### config.mk
export PLATFORM = sky130hd
export DESIGN_NAME = ps2_kbd_tx
export DESIGN_NICKNAME = d
export VERILOG_FILES = /design/src/rtl/ps2_kbd_tx.sv
export SDC_FILE = /design/constraint.sdc
export NUM_CORES = 1
export LEC_CHECK = 0
export CORE_MARGIN = 4
export CORE_UTILIZATION = 62
export DETAILED_ROUTE_END_ITERATION = 16
export HOLD_SLACK_MARGIN = 0.15
export PLACE_DENSITY = 0.84
export SLEW_MARGIN = 20
export SYNTH_ARGS = -nofsm -noshare
export SYNTH_HDL_FRONTEND = slang
export SYNTH_SLANG_ARGS = --single-unit
### constraint.sdc
create_clock -name clk -period 4.1 [get_ports clk]
set_input_delay 0.82 -clock clk [delete_from_list [all_inputs] [get_ports clk]]
set_output_delay 0.82 -clock clk [all_outputs]
set_load 0.01 [all_outputs]
### src/rtl/ps2_kbd_tx.sv
// Device-side PS/2 keyboard transmitter: one key event becomes E0/F0/code
// bytes, each sent as an 11-bit frame on self-generated ps2_clk/ps2_data.
module ps2_kbd_tx #(
  parameter int HALF = 2500,
  parameter int GAP  = 5000
) (
  input  logic       clk,
  input  logic       clr,
  input  logic       key_valid,
  output logic       key_ready,
  input  logic [7:0] key_code,
  input  logic       key_ext,
  input  logic       key_release,
  output logic       ps2_clk,
  output logic       ps2_data,
  output logic       busy
);

  localparam int MAXP = (HALF > GAP) ? HALF : GAP;
  localparam int CW   = $clog2(MAXP) + 1;

  typedef enum logic [1:0] {S_IDLE, S_BIT_HI, S_BIT_LO, S_GAP} state_t;

  // Byte slots: 0 = E0 prefix, 1 = F0 prefix, 2 = scancode.
  localparam logic [1:0] SLOT_E0   = 2'd0;
  localparam logic [1:0] SLOT_F0   = 2'd1;
  localparam logic [1:0] SLOT_CODE = 2'd2;

  state_t      r_state;
  logic [CW-1:0] r_cnt;
  logic [3:0]  r_bit;
  logic [1:0]  r_byte;
  logic [7:0]  r_code;
  logic        r_rel;
  logic        r_clk;
  logic        r_data;
  logic        r_ready;

  logic [7:0]  w_cur;
  logic [1:0]  w_next;
  logic [1:0]  w_first;
  logic        w_half_end;
  logic        w_gap_end;

  function automatic logic frame_bit(input logic [7:0] b, input logic [3:0] i);
    logic [3:0] w_di;
    w_di = i - 4'd1;
    case (i)
      4'd0:    return 1'b0;
      4'd9:    return ~^b;
      4'd10:   return 1'b1;
      default: return b[w_di[2:0]];
    endcase
  endfunction

  always_comb begin
    w_cur = r_code;
    case (r_byte)
      SLOT_E0: w_cur = 8'hE0;
      SLOT_F0: w_cur = 8'hF0;
      default: w_cur = r_code;
    endcase
    w_next  = (r_byte == SLOT_E0 && r_rel) ? SLOT_F0 : SLOT_CODE;
    w_first = key_ext ? SLOT_E0 : (key_release ? SLOT_F0 : SLOT_CODE);
  end

  assign w_half_end = (r_cnt == CW'(HALF - 1));
  assign w_gap_end  = (r_cnt == CW'(GAP - 1));

  always_ff @(posedge clk or posedge clr) begin
    if (clr) begin
      r_state <= S_IDLE;
      r_cnt   <= '0;
      r_bit   <= '0;
      r_byte  <= '0;
      r_code  <= '0;
      r_rel   <= 1'b0;
      r_clk   <= 1'b1;
      r_data  <= 1'b1;
      r_ready <= 1'b1;
    end else begin
      case (r_state)
        S_IDLE: begin
          if (key_valid && r_ready) begin
            r_code  <= key_code;
            r_rel   <= key_release;
            r_byte  <= w_first;
            r_bit   <= '0;
            r_cnt   <= '0;
            r_clk   <= 1'b1;
            r_data  <= 1'b0;
            r_ready <= 1'b0;
            r_state <= S_BIT_HI;
          end
        end
        S_BIT_HI: begin
          if (w_half_end) begin
            r_cnt   <= '0;
            r_clk   <= 1'b0;
            r_state <= S_BIT_LO;
          end else begin
            r_cnt <= r_cnt + 1'b1;
          end
        end
        S_BIT_LO: begin
          if (w_half_end) begin
            r_cnt <= '0;
            r_clk <= 1'b1;
            if (r_bit < 4'd10) begin
              // Data only moves on BIT_HI entry, a full half-period ahead of the falling edge.
              r_bit   <= r_bit + 4'd1;
              r_data  <= frame_bit(w_cur, r_bit + 4'd1);
              r_state <= S_BIT_HI;
            end else begin
              r_data  <= 1'b1;
              r_state <= S_GAP;
            end
          end else begin
            r_cnt <= r_cnt + 1'b1;
          end
        end
        S_GAP: begin
          if (w_gap_end) begin
            r_cnt <= '0;
            if (r_byte != SLOT_CODE) begin
              r_byte  <= w_next;
              r_bit   <= '0;
              r_data  <= 1'b0;
              r_state <= S_BIT_HI;
            end else begin
              r_ready <= 1'b1;
              r_state <= S_IDLE;
            end
          end else begin
            r_cnt <= r_cnt + 1'b1;
          end
        end
        default: r_state <= S_IDLE;
      endcase
    end
  end

  assign ps2_clk   = r_clk;
  assign ps2_data  = r_data;
  assign key_ready = r_ready;
  assign busy      = ~r_ready;

endmodule
==> impl_metrics.ini, run 1 <==
[placed_design]
post-dp-hpwl_um = 3160
numPortBuffers = 16
placed_area_um2 = 2310
gp_congestion = 0.914

[sta]
setup_violations = 0
finalHoldViolations = 0
drv_slew = 0
slew_headroom = 0.442
tns_ns = 0
fin_crit_sh = 0.602
rsz0062_at_grt = false
tightest_slew_ns = 0.837
max_freq_mhz = 405
skew_ns = 0.0175
period_needed_ns = 2.47

[drt]
dr.pass1.iters = 4
wire_per_inst_um = 14.8
vias_per_cell = 6.10
drc = 0
finalWirelength_um = 4240
ant_nets = 0
vias = 1744
drt_iter0_drc = 178

[global_route]
grt.total_usage = 0.217
antenna_found_initial = 0
grt_remaining_overflow = 0
grt_pass1_vias = 1706
grt_max_degree = 35
grt_use_met3 = 0.0595
grt_first_pass_wirelength_um = 7470
use_met1 = 0.299
grt.busiest_layer = met2
met2_usage = 0.341

[yosys]
async_reset_ff_frac = 1.00
syn_avg_cell_area_um2 = 9.42
synth_common_cells = dfrtp_1, nand2_1, o21ai_0
synth_top_cell_by_area = dfrtp_1
yosysMostFrequentCell = dfrtp_1
netlist_instances = 224
ys_dominant_reg_cell = dfrtp_1
yosysWarnings = 0
synth_seq_cells = 34
syn_area_um2 = 2110
synth_edf_count = 0
yosysUniqueCellTypes = 49
seq_area_frac_synth = 0.405
synth.area.top_cells = dfrtp_1, ha_1, mux2_2
syn-num-nets = 247
netlist.area_leader.share = 0.368

[clock_tree]
cts_tree = done
postCtsSetupRepairBufs = 0
cts_root_buffer = clkbuf_4
clk_latency_ns = 0.34
clk_pin_slew_ns = 0.11
cts_hold_buf = 0
cts.htree.levels = 2
cts_buffer_depth = 2
cts_resized = 0
numCtsBuffers = 5
cts.sinks = 34

[cells_and_area]
fin_nets = 264
drive_above_1_share = 0.112
finalCoreUtilization = 0.756
area_delta_synth_final_pct = 12.9
antenna_cells = 0
fin_area_um2 = 2380

[hold_path]
hold_end = ps2_clk$_DFFE_PP1P_
worstHoldPathCells = 2
hold_path.class = flip-flop to flip-flop
min_from = ps2_clk$_DFFE_PP1P_

[power_and_ir_drop]
p_per_area_nw_per_um2 = 251
clkPwrFrac = 0.405
netSwitchingFraction = 0.203
total_power_mw = 0.597
pwr-share-comb = 0.034
seqPwrFrac = 0.561
p_sw_mw = 0.121
cellLeakagePower_nw = 0.984
p_int_mw = 0.476
ir_drop_v = 0.000187

[setup_path]
ff2ff_setup_slack_ns = 1.63
worstPathArrival_ns = 2.72
worst_ep_required_time_ns = 4.36
r2r-start = r_state[0]$_DFFE_PP0P_
r2r_cells = 9
path_class = flip-flop to flip-flop
endpoint_kind = flip-flop
cp-start-kind = flip-flop
path_max_fanout = 15
reg2reg_to = ps2_data$_DFFE_PP1P_

[job]
cap_violations = 0

[floorplan]
die_height_um = 66.3
num_rows = 20
dieArea_um2 = 4400
start_util = 0.669
io_pins = 17
coreArea_um2 = 3150
dieWidth_um = 66.3

[outcome]
status = complete, no violations
worst max-delay path by stage:
stage	cells past startpoint	to	slack (ns)	startpoint
floorplan	6	r_bit[2]$_DFFE_PP0P_	1.85	r_cnt[4]$_DFFE_PP0N_
global placement	7	r_bit[3]$_DFFE_PP0P_	1.54	key_valid
detailed placement	8	ps2_data$_DFFE_PP1P_	1.47	key_valid
CTS	6	r_cnt[7]$_DFFE_PP0N_	1.66	r_cnt[4]$_DFFE_PP0N_
global route	6	r_cnt[7]$_DFFE_PP0N_	1.43	r_cnt[4]$_DFFE_PP0N_
finish	9	ps2_data$_DFFE_PP1P_	1.63	r_state[0]$_DFFE_PP0P_
critical path, cell delays in order, from the launching register on:
cell and delay [ns]:
dfrtp_1 0.47, inv_1 0.17, ha_1 0.37, a21boi_1 0.20
buf_4 0.22, nor3_1 0.07, a21oi_1 0.47, nor2_2 0.09
and3_1 0.17, a21oi_1 0.15
cell type report:
cell class / count / area, um^2
Clock buffer: 7 / 45.0
Clock inverter: 1 / 30.0
Fill cell: 249 / 769
Inverter: 10 / 37.5
Multi-Input combinational cell: 172 / 1190
Sequential cell: 34 / 855
Tap cell: 44 / 55.1
Timing Repair Buffer: 18 / 175
kinds of logic (layout without fill, tap and decap cells):
kind of cell | count (synthesis) | in the layout | synth area share
XOR/XNOR | 10 | 10 | 0.0415
adder cells (fa/ha/maj) | 10 | 10 | 0.0593
AO/OA/AOI/OAI | 64 | 64 | 0.195
multiplexers | 13 | 13 | 0.0735
flip-flops | 34 | 34 | 0.405
AND/OR/NAND/NOR | 75 | 75 | 0.193
buffers and inverters | 18 | 36 | 0.0332
registers in the layout, summed over array words and instances, names as in the netlist:
register	count
r_cnt	14
r_state	2
r_bit	4
r_rel	1
r_byte	2
r_code	8
key_ready	1
ps2_clk	1
ps2_data	1
placed cells by master (no fill, tap or decap), drive strengths merged, types with 3 or more instances in the layout:
| cell | count |
|---|---|
| a2111oi | 3 |
| a21o | 3 |
| a21oi | 10 |
| a31oi | 4 |
| and2 | 5 |
| and3 | 4 |
| and4 | 3 |
| clkbuf | 7 |
| clkdlybuf4s50 | 16 |
| dfrtp | 31 |
| dfstp | 3 |
| ha | 10 |
| inv | 10 |
| mux2 | 10 |
| nand2 | 27 |
| nand3 | 11 |
| nor2 | 6 |
| nor3 | 3 |
| o21ai | 23 |
| o31ai | 5 |
| o41ai | 3 |
| xnor2 | 7 |
| xor2 | 3 |
through the flow:
step                setup slack [ns]  cells  hold slack [ns]
finish                          1.63    286            0.490
detailed placement              1.47    278            0.476
CTS                             1.66    286            0.492
floorplan                       1.85    224            0.466
global route                    1.43    286            0.518
global placement                1.54    278            0.462
power groups by stage:
stage,registers (mW),clock network [mW],logic [mW]
floorplan,0.342,0,0.00617
global placement,0.342,0,0.0202
detailed placement,0.342,0,0.0207
CTS,0.335,0.246,0.0208
global route,0.335,0.266,0.0226
finish,0.335,0.242,0.0203
per-layer routing:
layer / share of wire / wire length, um
met5: 0 / 0
met4: 0.0097 / 41
met3: 0.068 / 288
met2: 0.45 / 1900
met1: 0.47 / 2010
Power figures use the tool's default switching activity.
==> run 2, diff against run 1 <==
--- a/config.mk
+++ b/config.mk
@@ -6,10 +6,10 @@
 export NUM_CORES = 1
 export LEC_CHECK = 0
 export CORE_MARGIN = 4
-export CORE_UTILIZATION = 62
+export CORE_UTILIZATION = 52
 export DETAILED_ROUTE_END_ITERATION = 16
 export HOLD_SLACK_MARGIN = 0.15
-export PLACE_DENSITY = 0.84
+export PLACE_DENSITY = 0.75
 export SLEW_MARGIN = 20
 export SYNTH_ARGS = -nofsm -noshare
 export SYNTH_HDL_FRONTEND = slang
==> constraint.sdc (replaced) <==
create_clock -name clk -period 2 [get_ports clk]
set_input_delay 0.4 -clock clk [delete_from_list [all_inputs] [get_ports clk]]
set_output_delay 0.4 -clock clk [all_outputs]
set_load 0.01 [all_outputs]
==> impl_metrics.ini, run 2 (synthesis gave the netlist of run 1 again) <==
[setup_path]
path_delay_family = simple AND/OR/NAND/NOR gates
worstPathCellList = or4b_4 -> or4_4 -> or2_4 -> o21a_1 -> o21ai_1 -> o31ai_2
crit_start = r_cnt[2]$_DFFE_PP0N_
path_max_fanout = 5
reg2reg_to = r_bit[2]$_DFFE_PP0P_
r2r_cells = 6
worst_ep_required_time_ns = 2.16
cp-start-kind = flip-flop
path_class = flip-flop to flip-flop
crit_buf_inv = 0
cp.depth = 6
critPathMaxStageDelay_ns = 0.54
r2r-start = r_cnt[2]$_DFFE_PP0N_
ff2ff_setup_slack_ns = -0.24
endpoint = r_bit[2]$_DFFE_PP0P_
endpoint_kind = flip-flop
worstPathArrival_ns = 2.40
critPathSlowestCell = or4b_4

[clock_tree]
cts_tree = done
cts_buffer_depth = 2
cts.htree.levels = 2
clk_pin_slew_ns = 0.08
clk_latency_ns = 0.29
cts_root_buffer = clkbuf_8
cts.sinks = 34
numCtsBuffers = 5

[cells_and_area]
nFillCells = 257
stdcell_count = 336
regMostFlops = r_cnt
largest_register_ffs = 14
top_regs = r_cnt x14, r_code x8, r_bit x4
final_cell_mix = buf_4, dfrtp_1, nand2_1
fin_area_um2 = 2890
fin_nets = 310
area_delta_synth_final_pct = 36.8
antenna_cells = 0
layout_commonest_cell = buf_4
drive_above_1_share = 0.337

[sta]
fin_crit_sh = 1.12
drv_slew = 0
max_freq_mhz = 447
slew_headroom = 0.703
finalHoldViolations = 0
skew_ns = 0.00941
tns_ns = -2.49
rsz0062_at_grt = true
tightest_slew_ns = 0.446
fin_ws_ns = -0.240
setup_violations = 21
period_needed_ns = 2.24

[drt]
ant_nets = 0
drt_iter0_drc = 182
finalWirelength_um = 5600
vias = 2020
wire_per_inst_um = 16.7
dr.pass1.iters = 5
drc = 0
vias_per_cell = 6.01

[floorplan]
start_util = 0.556
dieArea_um2 = 5140
coreArea_um2 = 3800
die_height_um = 71.7
io_pins = 17
dieWidth_um = 71.7
num_rows = 22

[hold_path]
worstHoldPathCells = 2
min_from = ps2_clk$_DFFE_PP1P_
hold_path.class = flip-flop to flip-flop

[global_route]
grt_remaining_overflow = 0
grt_pass1_vias = 1818
grt.total_usage = 0.206
grt_max_degree = 35
grt_first_pass_wirelength_um = 8430
antenna_found_initial = 0

[power_and_ir_drop]
cellLeakagePower_nw = 1.29
ir_drop_v = 0.000357
p_per_area_nw_per_um2 = 426

[placed_design]
place_inst = 316
gp_congestion = 0.843
numPortBuffers = 16
placed_area_um2 = 2590
post-dp-hpwl_um = 3480
dp_slack_ns = -0.227

[outcome]
status = finished, violations left
violations = setup timing

[job]
cap_violations = 0
run 2: cell count changes in the layout (fill, tap and decap cells not counted), moves of 5 or more:
cell      previous run  this run
buf_4                2        41
o21ai_0             21         6
o21ai_1              2        10
buf_6                0         6
clkbuf_4             5         0
o21ai_2              0         7
clkbuf_8             0         5
run 2: cell type report:
| type | instances | area (um^2) | area share |
|---|---|---|---|
| multi-input combinational | 173 | 1320 | 0.456 |
| sequential | 34 | 855 | 0.296 |
| timing repair buffer | 63 | 536 | 0.185 |
| clock buffer | 6 | 72.6 | 0.0251 |
| tap | 48 | 60.1 | 0.0208 |
| inverter | 10 | 37.5 | 0.0130 |
| clock inverter | 2 | 10.0 | 0.00347 |
run 2: what timing repair did:
action                                  CTS  global route
endpoints found under the setup margin   22            25
pin swaps                                 3            22
hold buffers                              0             0
gates cloned                              0             2
gates resized for setup                   4            42
buffers inserted                          3             7
run 2: worst min-delay path by stage:
stage	endpoint	slack (ns)
2_1_floorplan	r_cnt[7]$_DFFE_PP0N_	0.47
5_1_grt	ps2_clk$_DFFE_PP1P_	0.50
6_report	ps2_clk$_DFFE_PP1P_	0.47
3_3_place_gp	ps2_clk$_DFFE_PP1P_	0.46
3_5_place_dp	ps2_clk$_DFFE_PP1P_	0.47
4_1_cts	ps2_clk$_DFFE_PP1P_	0.48
run 2: metal layers:
layer,global-route usage,wire length [um],part of all wire
met1,0.293,2540,0.45
met2,0.317,2620,0.47
met3,0.0337,342,0.061
met4,0.0752,99,0.018
met5,0,0,0
run 2: power breakdown:
part	switching (mW)	total (mW)	leakage, nW	internal, mW
Combinational	0.0189	0.0437	0.802	0.0248
Clock	0.259	0.500	0.0450	0.241
Sequential	0	0.688	0.439	0.688
run 2: per-stage QoR:
stage          hold WS, ns  total power [mW]  utilization
2_1_floorplan        0.466             0.713            -
3_3_place_gp         0.456             0.744        0.682
3_5_place_dp         0.467             0.745        0.682
4_1_cts              0.477              1.24        0.714
5_1_grt              0.502              1.28        0.760
6_report             0.473              1.23        0.760
run 2: worst register-to-register path: stages (launching register included):
cell,delay [ns]
dfrtp_1,0.41
or4b_4,0.54
or4_4,0.50
or2_4,0.27
o21a_1,0.17
o21ai_1,0.13
o31ai_2,0.08
